`src/rtl/m16_frame_sequencer.sv`:
```
// m16_frame_sequencer: fetches M16 filler words and serialises them MSB-first with frame/group markers
module m16_frame_sequencer #(
    parameter int CLK_PER_BIT     = 4,
    parameter int WORDS_PER_FRAME = 2048,
    parameter int GROUPS          = 32
) (
    input  logic        clk,
    input  logic        reset,
    input  logic        enable,
    input  logic [11:0] dataWord,
    output logic        bufGetWord,
    output logic [10:0] bufRdPointer,
    output logic [4:0]  cntGrp,
    output logic        serOut,
    output logic        bitStrobe,
    output logic        frameStart,
    output logic        groupStart,
    output logic        busy
);
    localparam logic [7:0]  DIV_MAX = 8'(CLK_PER_BIT - 1);
    localparam logic [10:0] PTR_MAX = 11'(WORDS_PER_FRAME - 1);
    localparam logic [4:0]  GRP_MAX = 5'(GROUPS - 1);
    typedef enum logic [1:0] {IDLE, FETCH, LOAD, RUN} state_t;
    state_t state, state_nxt;
    logic [11:0] shreg;
    logic [3:0]  bit_cnt;
    logic [7:0]  div_cnt;
    logic        fetch_zero, word_zero, in_run, div_end, word_end;
    always_comb begin
        in_run     = state == RUN;
        div_end    = div_cnt == DIV_MAX;
        word_end   = in_run && bit_cnt == 4'd11 && div_end;
        state_nxt  = state;
        case (state)
            IDLE:    state_nxt = enable ? FETCH : IDLE;
            FETCH:   state_nxt = LOAD;
            LOAD:    state_nxt = RUN;
            RUN:     state_nxt = (word_end && !enable) ? IDLE : RUN;
            default: state_nxt = IDLE;
        endcase
        bufGetWord = state == FETCH || (in_run && bit_cnt == 4'd11 && div_cnt == '0);
        bitStrobe  = in_run && div_cnt == '0;
        serOut     = in_run && shreg[11];
        frameStart = in_run && word_zero && bit_cnt == '0 && div_cnt == '0;
        groupStart = frameStart && cntGrp == '0;
        busy       = state != IDLE;
    end
    always_ff @(posedge clk or negedge reset)
        if (!reset) state <= IDLE;
        else        state <= state_nxt;
    // Leaving RUN rolls the pointer (and group, across a wrap) back so the prefetched word is refetched
    always_ff @(posedge clk or negedge reset) begin
        if (!reset) begin
            bufRdPointer <= '0;
            cntGrp       <= '0;
            shreg        <= '0;
            bit_cnt      <= '0;
            div_cnt      <= '0;
            fetch_zero   <= 1'b0;
            word_zero    <= 1'b0;
        end else begin
            if (bufGetWord) begin
                fetch_zero   <= bufRdPointer == '0;
                bufRdPointer <= bufRdPointer == PTR_MAX ? '0 : bufRdPointer + 11'd1;
                if (bufRdPointer == PTR_MAX)
                    cntGrp <= cntGrp == GRP_MAX ? '0 : cntGrp + 5'd1;
            end else if (word_end && !enable) begin
                bufRdPointer <= bufRdPointer == '0 ? PTR_MAX : bufRdPointer - 11'd1;
                if (bufRdPointer == '0)
                    cntGrp <= cntGrp == '0 ? GRP_MAX : cntGrp - 5'd1;
            end
            if (state == LOAD || (word_end && enable)) begin
                shreg     <= dataWord;
                bit_cnt   <= '0;
                div_cnt   <= '0;
                word_zero <= fetch_zero;
            end else if (in_run) begin
                if (div_end) begin
                    shreg   <= shreg << 1;
                    bit_cnt <= bit_cnt + 4'd1;
                    div_cnt <= '0;
                end else begin
                    div_cnt <= div_cnt + 8'd1;
                end
            end
        end
    end
endmodule

```
`config.mk`:
```
export PLATFORM = sky130hd
export DESIGN_NAME = m16_frame_sequencer
export DESIGN_NICKNAME = d
export VERILOG_FILES = /design/src/rtl/m16_frame_sequencer.sv
export SDC_FILE = /design/constraint.sdc
export NUM_CORES = 1
export LEC_CHECK = 0
export ABC_AREA = 0
export CAP_MARGIN = 10
export CELL_PAD_IN_SITES_DETAIL_PLACEMENT = 0
export CELL_PAD_IN_SITES_GLOBAL_PLACEMENT = 1
export CORE_UTILIZATION = 40
export CTS_CLUSTER_DIAMETER = 100
export DETAILED_ROUTE_END_ITERATION = 10
export GPL_TIMING_DRIVEN = 0
export PLACE_DENSITY = 0.87
export SLEW_MARGIN = 20
export SYNTH_ARGS = -nofsm -noshare
export SYNTH_HDL_FRONTEND = slang
export SYNTH_SLANG_ARGS = --single-unit
```
`constraint.sdc`:
```
create_clock -name clk -period 2.3 [get_ports clk]
set_input_delay 0.345 -clock clk [delete_from_list [all_inputs] [get_ports clk]]
set_output_delay 0.345 -clock clk [all_outputs]
set_load 0.05 [all_outputs]
```
## Word-level counts from Yosys, hierarchy flattened

Index checks and enable logic that the tools add are counted.

- Register bits after elaboration: 44
- Logic and storage cells: 70

- Add/subtract/negate cells: 6
- Equal/unequal tests: 8
- Mux-type cells: 22
- Reductions and logical operators: 26

Operators by type and width:

| kind | number |
|---|---|
| 11-bit two-way mux | 4 |
| 12-bit two-way mux | 3 |
| 5-bit two-way mux | 6 |
| 8-bit two-way mux | 3 |
| 4-bit two-way mux | 3 |
| 11-bit by 1-bit adder with 11-bit output, second input constant | 1 |
| 11-bit == test, second input constant | 1 |
| 1-bit logical AND | 11 |
| 11-bit zero test | 1 |
| 11-bit by 1-bit subtractor with 11-bit output, second input constant | 1 |
| 2-bit nonzero test | 5 |
| 8-bit by 1-bit adder with 8-bit output, second input constant | 1 |
| 8-bit by 2-bit == test with 1-bit output, second input constant | 1 |
| 8-bit zero test | 1 |
| 2-bit one-hot mux with 4 select lines | 1 |
| 5-bit by 1-bit adder with 5-bit output, second input constant | 1 |
| 5-bit == test, second input constant | 1 |
| 5-bit zero test | 1 |
| 5-bit by 1-bit subtractor with 5-bit output, second input constant | 1 |
| 4-bit by 1-bit adder with 4-bit output, second input constant | 1 |
| 2-bit == test, second input constant | 2 |
| 4-bit == test, second input constant | 1 |
| 4-bit zero test | 1 |
| 3-bit AND reduction | 1 |
| 8 further kinds | 9 |

## Depth between registers and ports, before layout

Gate-level depths: netlist of the first run.

- Depth in word-level cells: 7
- Gate-level depth with buffers: 10
- Depth with buffers taken out: 8

## Worst setup path before layout of the first run

OpenSTA, ideal clock, no wires.

- Path kind: register -> output
- Start: register div_cnt[5]
- End: output groupStart
- Arrival: 3307 ps
- Setup slack: -1352 ps
- Stages on the path, launching flop included: 6
- Path buffers: 0
- Cell sequence: dfrtp_1 > nor4_4 > and2_1 > and3_1 > and4_1 > nor3b_1

- Word-level cells in the longest chain between the ends: 3

RTL lines:

| what | line | text |
|---|---|---|
| start: declaration | 27 | `logic [7:0] div_cnt;` |
| start signal: assignment | 83 | `div_cnt <= div_cnt + 8'd1;` |
| 8-bit zero test | 44 | `frameStart = in_run && word_zero && bit_cnt == '0 && div_cnt == '0;` |
| 1-bit logical AND | 44 |  |
| via frameStart | 16 | `output logic frameStart,` |
| 1-bit logical AND | 45 | `groupStart = frameStart && cntGrp == '0;` |
| end: declaration | 17 | `output logic groupStart,` |

The timed path passes the listed nets, and every way through them passes these cells.

## Worst setup path in the final report of the first run

- Start: register div_cnt[4]
- End: output groupStart

- Word-level cells in the longest chain between the ends: 3

RTL lines:

| what | line |
|---|---|
| 8-bit zero test | 44 |
| 1-bit logical AND | 44 |
| 1-bit logical AND | 45 |

No other way between the ends.

==> qor.csv, run 1 <==
metric,value,unit
Int Pwr,0.001120,W
number of global-route vias before repair,2524,
synth top area cells,"dfrtp_1, a21oi_1, ha_1",
crit path max fanout,3,
gr ovfl total,0,
Reg2Reg Depth,7,
Worst Skew,0.005051,ns
initial DRC count,226,
largest family of logic cells by synthesized area,simple AND/OR/NAND/NOR gates,
Worst Hold Class,input port to asynchronous set/reset pin,
initial antenna violation count,0,
CP arrival,2.05,ns
"top cells by count, synth","dfrtp_1, a21oi_1, nand2_1, nor2_1, inv_1",
Peak supply drop,0.3101,mV
port bufs,36,
DP Area,0.003327,mm^2
die area,0.007358,mm^2
Tightest Pin Transition,0.5445,ns
Seq pwr share,0.523,
Total Wirelength,7.423,mm
Die Wd,85.78,um
NetSw,0.0004236,W
layout cells sized above 1,0.1774,
Vias/cell,5.662,
Via Count,2746,
Filler cells,669,
failing checks,setup timing,
f_max,418.1,MHz
Finished Cell Area,0.003612,mm^2
post-synthesis simple-gate area fraction,0.2482,
Syn-to-layout area delta,28.65,%
HPWL Detailed,5.171,mm
Synth Area in Compound Gates,0.2215,
reg2reg end,cntGrp[3]$_DFFE_PN0P_,
Mapped Nets,353,
Reg2Reg Setup Slack,-0.01,ns
Worst-path clk slew,0.09,ns
Root Driver,clkbuf_8,
RR Startpoint,div_cnt[4]$_DFFE_PN0P_,
Worst EP required,1.96,ns
Inserted Clock Buffers,5,
Yosys warnings,0,
first-pass GRT wire length,12.37,mm
Comb pwr share,0.140,
"FF+latch count, synth",44,
fin nets,413,
number of antenna diodes,0,
Pre-antenna DRT Iters,5,
Std-Cell Rows,30,
Startpoint Class,flop,
DR DRC count,0,
top-count cell post-synth,dfrtp_1,
status,finished with violations,
Sw Ratio,0.2744,
fin crit period,2.392,ns
Rel. slew slack,0.6370,
power density over the cells,427.4,mW/mm^2
Clock Power Share,0.338,
RSZ-0062 raised after global routing,yes,
chip height,85.78,um
Top Ports,37,
post-synthesis sequential area ratio,0.3922,
footprint of the multi-input gates,0.001599,mm^2
WL/cell,15.31,um
Post-DRT Antenna Nets,0,
fin. max-slew vios,0,
crit share post-route,1.040,
GRT Total Usage,0.2136,
Adder-Cell Fraction of Synth Area,0.04456,
Final Setup Violations,3,
largest net degree at the start of global routing,25,
# hold bufs at CTS,0,
CTS tree,built,
clk sink count,44,
H-Tree Depth,2,
Post-Synthesis Cell Area,0.002808,mm^2
Netlist cell types,59,
ys async rst share,1.000,
XOR/XNOR share of the synthesized area,0.02496,
routability cong.,0.8533,
Post-synth EDFFs,0,
number of max-cap violations,0,
Cells after Synth,328,
core area,0.006794,mm^2
Fin Setup TNS,-0.1581,ns
final worst slack,-0.09180,ns
Clock Latency Late Sink,0.30,ns
Pleak,1.597,nW
Clock Path Buffers,2,
crit end category,output pin,
Synth area leader,dfrtp_1,
ys flop type,dfrtp_1,
kind of critical path,flop to output pin,
Mean Syn Cell Area,8.560,um^2
initial core utilization,0.4133,
mux share of post-synthesis cell area,0.01114,
Seq. cell area,0.001106,mm^2
top cell type's share of synthesized area,0.3922,
Final Hold Viols,0,
[how the worst max path moves through the flow]
| stage | startpoint | endpoint | depth (start not counted) |
|---|---|---|---|
| after floorplan | div_cnt[4]$_DFFE_PN0P_ | groupStart | 5 |
| after global placement | bit_cnt[0]$_DFFE_PN0P_ | bufGetWord | 9 |
| after detailed placement | bit_cnt[0]$_DFFE_PN0P_ | bufGetWord | 9 |
| after CTS | div_cnt[7]$_DFFE_PN0P_ | groupStart | 6 |
| after global routing | div_cnt[4]$_DFFE_PN0P_ | groupStart | 6 |
| final | div_cnt[4]$_DFFE_PN0P_ | groupStart | 6 |
[logic make-up (layout without fill, tap and decap cells)]
family / count (synthesis) / after routing
muxes: 3 / 3
DFF: 44 / 44
buffers and inverters: 39 / 100
and+or+nand+nor: 131 / 131
xor gates and xnor gates: 8 / 8
AOI/OAI and AO/OA: 93 / 93
adders and majority gates: 10 / 10
[registers in the layout, summed over array words and instances, names as in the netlist]
signal and count:
bufRdPointer 11, cntGrp 5, div_cnt 8, fetch_zero 1, state 2, shreg 12, bit_cnt 4, word_zero 1
[stage by stage]
step | cells | hold WS (ns) | setup slack [ns] | total power, W | util
final | 485 | 0.01478 | -0.09180 | 0.001544 | 0.5317
after global placement | 460 | 0.4745 | -0.8902 | 0.001024 | 0.4875
after CTS | 474 | 0.04384 | -0.1075 | 0.001548 | 0.5158
after global routing | 485 | 0.05519 | -0.1782 | 0.001610 | 0.5317
after detailed placement | 461 | 0.3689 | -0.8435 | 0.001031 | 0.4897
after floorplan | 328 | 0.04941 | -0.2014 | 0.0009431 | -
[worst max-delay path: stages (launching register included)]
cell     delay (ns)
dfrtp_2        0.45
nor4_4         0.35
and2_4         0.20
and3_4         0.17
and4_4         0.22
nor3b_4        0.18
buf_6          0.18
[cell type report]
type                    count  share of cell area
flip-flops and latches     44              0.3062
clock buffers               6             0.02286
repair buffers             55              0.1424
well taps                  96             0.03325
plain buffers              17             0.02840
clock inverters             2            0.002771
inverters                  20             0.02148
multi-input cells         245              0.4427
[per-layer routing]
layer	wire (um)	share of wire	track usage
met1	3479	0.47	0.3025
met2	3486	0.47	0.3425
met3	364	0.049	0.03465
met4	93	0.013	0.05152
met5	0	0	0
[power by group through the flow]
stage	clock network, W	logic (W)	registers (W)
6_report	0.000521	0.000216	0.000807
5_1_grt	0.000561	0.000240	0.000809
4_1_cts	0.000528	0.000214	0.000806
3_5_place_dp	0	0.000212	0.000819
3_3_place_gp	0	0.000205	0.000819
2_1_floorplan	0	0.000121	0.000822
[cell usage in the layout (no fill, tap or decap), drive strengths merged, types with 3 or more instances in the layout]
master         netlist  routed
a22o                 5       5
clkbuf              12      17
nor2                29      29
or3                  4       4
nand3               14      14
ha                  10      10
buf                  7      30
a311oi               3       3
a31o                 3       3
and3                 8       8
nor3                 8       8
and2                 5       5
inv                 20      20
xnor2                5       5
dfrtp               44      44
o211ai               3       3
a21oi               34      34
nand4               12      12
nand2               31      31
clkdlybuf4s50        0      29
xor2                 3       3
nor4                 3       3
and4                 6       6
o21ai               15      15
o31ai                3       3
[what timing repair did]
action | CTS | global route
setup endpoints to repair | 20 | 14
buffers inserted | 7 | 11
pin swaps | 3 | 4
resized for setup | 38 | 20
Note: power is estimated with default switching activity, not from simulation.
==> inputs of run 2 (changes only) <==
- CTS_CLUSTER_SIZE: default -> 25
- GPL_TIMING_DRIVEN: 0 -> 1
- clock period: 2.3 -> 2.9 ns (I/O delays scaled with it)
==> run 2 against run 1 <==
Net effect: cell count fell by 5.8%; global-route usage fell by 1.1 points; highest routed layer unchanged; the run now ends clean; count of clock-buffer cells in the layout did not move.
==> qor.csv, run 2 (same netlist as run 1, synthesis figures left out) <==
metric,value,unit
status,completed,
Final Setup Violations,0,
crit share post-route,0.9371,
"commonest non-fill, non-tap cell in the layout",dfrtp_1,
family with the most delay on the worst path,simple AND/OR/NAND/NOR gates,
met3 WL post-DR,267,um
non-filler instance count after layout,457,
Inserted Clock Buffers,5,
Die Wd,85.78,um
number of antenna diodes,0,
largest net degree at the start of global routing,45,
Clock Latency Late Sink,0.30,ns
Pre-antenna DRT Iters,4,
largest registers,"shreg (12), bufRdPointer (11), div_cnt (8)",
number of max-cap violations,0,
Root Driver,clkbuf_8,
core area,0.006794,mm^2
number of global-route vias before repair,2474,
gr ovfl total,0,
Std-Cell Rows,30,
first-pass GRT wire length,12.01,mm
Top Ports,37,
HPWL Detailed,4.859,mm
Largest register FFs,12,
Crit path largest cell delay,0.44,ns
fin nets,385,
Metal-1 WL,3.383,mm
fin. max-slew vios,0,
Via Count,2605,
initial DRC count,156,
Reg2Reg Setup Slack,0.61,ns
CP max-delay cell,dfrtp_1,
crit path max fanout,6,
Fin Setup TNS,0,ns
initial core utilization,0.4133,
Max Used Layer,met4,
crit path buf inv count,1,
power density over the cells,382.2,mW/mm^2
port bufs,36,
Pleak,1.482,nW
Reg2Reg Depth,6,
Vias/cell,5.700,
RSZ-0062 raised after global routing,no,
layout cells sized above 1,0.08864,
Tightest Pin Transition,0.6292,ns
Startpoint Class,flop,
die area,0.007358,mm^2
initial antenna violation count,0,
CTS tree,built,
crit end category,output pin,
Worst EP required,2.47,ns
Rel. slew slack,0.5805,
Largest Register,shreg,
RR Startpoint,div_cnt[5]$_DFFE_PN0P_,
f_max,368.0,MHz
crit-path cells,nor4_4 -> and2_1 -> and3_2 -> and4_2 -> nor3b_4 -> buf_12,
clk sink count,44,
"commonest non-fill, non-tap cells in the layout","dfrtp_1, a21oi_1, nand2_1, clkdlybuf4s50_1, nor2_1",
Clock Path Buffers,2,
# hold bufs at CTS,0,
placed insts,449,
Worst-path clk slew,0.09,ns
Final Hold Viols,0,
Syn-to-layout area delta,21.61,%
metal2 WL,3.250,mm
Worst Hold Class,input port to asynchronous set/reset pin,
Total Wirelength,7.024,mm
Worst Skew,0.008937,ns
chip height,85.78,um
DR DRC count,0,
routability cong.,0.8139,
GRT Total Usage,0.2030,
reg2reg end,bufRdPointer[10]$_DFFE_PN0P_,
Peak supply drop,0.2561,mV
WL/cell,15.37,um
fin crit period,2.717,ns
H-Tree Depth,2,
Post-DRT Antenna Nets,0,
kind of critical path,flop to output pin,
CP arrival,2.28,ns
run 2: cell types whose count changed in the layout (fill, tap and decap cells not counted), sizes merged:
cell and change:
buf -18, bufinv +1, clkbuf -11, clkdlybuf4s15 -1, clkdlybuf4s50 +2, clkinv -1
dlygate4sd2 -1, dlymetal6s2s +1
run 2: how the worst max path moves through the flow:
stage,from,endpoint,cells after the start
2_1_floorplan,div_cnt[5]$_DFFE_PN0P_,groupStart,5
3_3_place_gp,div_cnt[5]$_DFFE_PN0P_,bitStrobe,4
3_5_place_dp,div_cnt[5]$_DFFE_PN0P_,bitStrobe,4
4_1_cts,div_cnt[5]$_DFFE_PN0P_,bitStrobe,4
5_1_grt,bit_cnt[0]$_DFFE_PN0P_,bufGetWord,6
6_report,div_cnt[5]$_DFFE_PN0P_,groupStart,6
run 2: what timing repair did:
action,4_1_cts,5_1_grt
setup endpoints to repair,0,1
endpoints found under the hold margin,0,0
setup buffers,0,0
resized for setup,0,1
run 2: through the flow:
step	hold WS [ns]	cell area [um^2]	worst slack [ns]	power, W	util
after floorplan	0.1394	2821	0.09221	0.0007471	-
after global placement	0.4784	3288	0.4245	0.0008116	0.4840
after detailed placement	0.4846	3288	0.3782	0.0008134	0.4840
after CTS	0.3529	3410	0.03813	0.001326	0.5018
after global routing	0.1820	3415	0.007086	0.001368	0.5026
final	0.1336	3415	0.1825	0.001305	0.5026
run 2: routing by layer:
layer	GRT usage	vias to the layer above
met1	0.2785	1263
met2	0.3273	62
li1	-	1268
met5	0	-
met3	0.03754	12
met4	0.06061	0
run 2: power by group:
| group | switching (W) | internal, W | total [W] |
|---|---|---|---|
| Combinational | 0.0000957 | 0.0000650 | 0.000161 |
| Clock | 0.000223 | 0.000282 | 0.000505 |
| Sequential | 0.0000122 | 0.000627 | 0.000640 |
| Total | 0.000331 | 0.000974 | 0.00131 |
run 2: layout make-up:
class	instances	area, um^2
well taps	96	120.1
clock inverters	2	38.79
inverters	20	75.07
multi-input cells	245	1559
clock buffers	6	82.58
repair buffers	44	437.9
fillers	656	3379
flip-flops and latches	44	1101
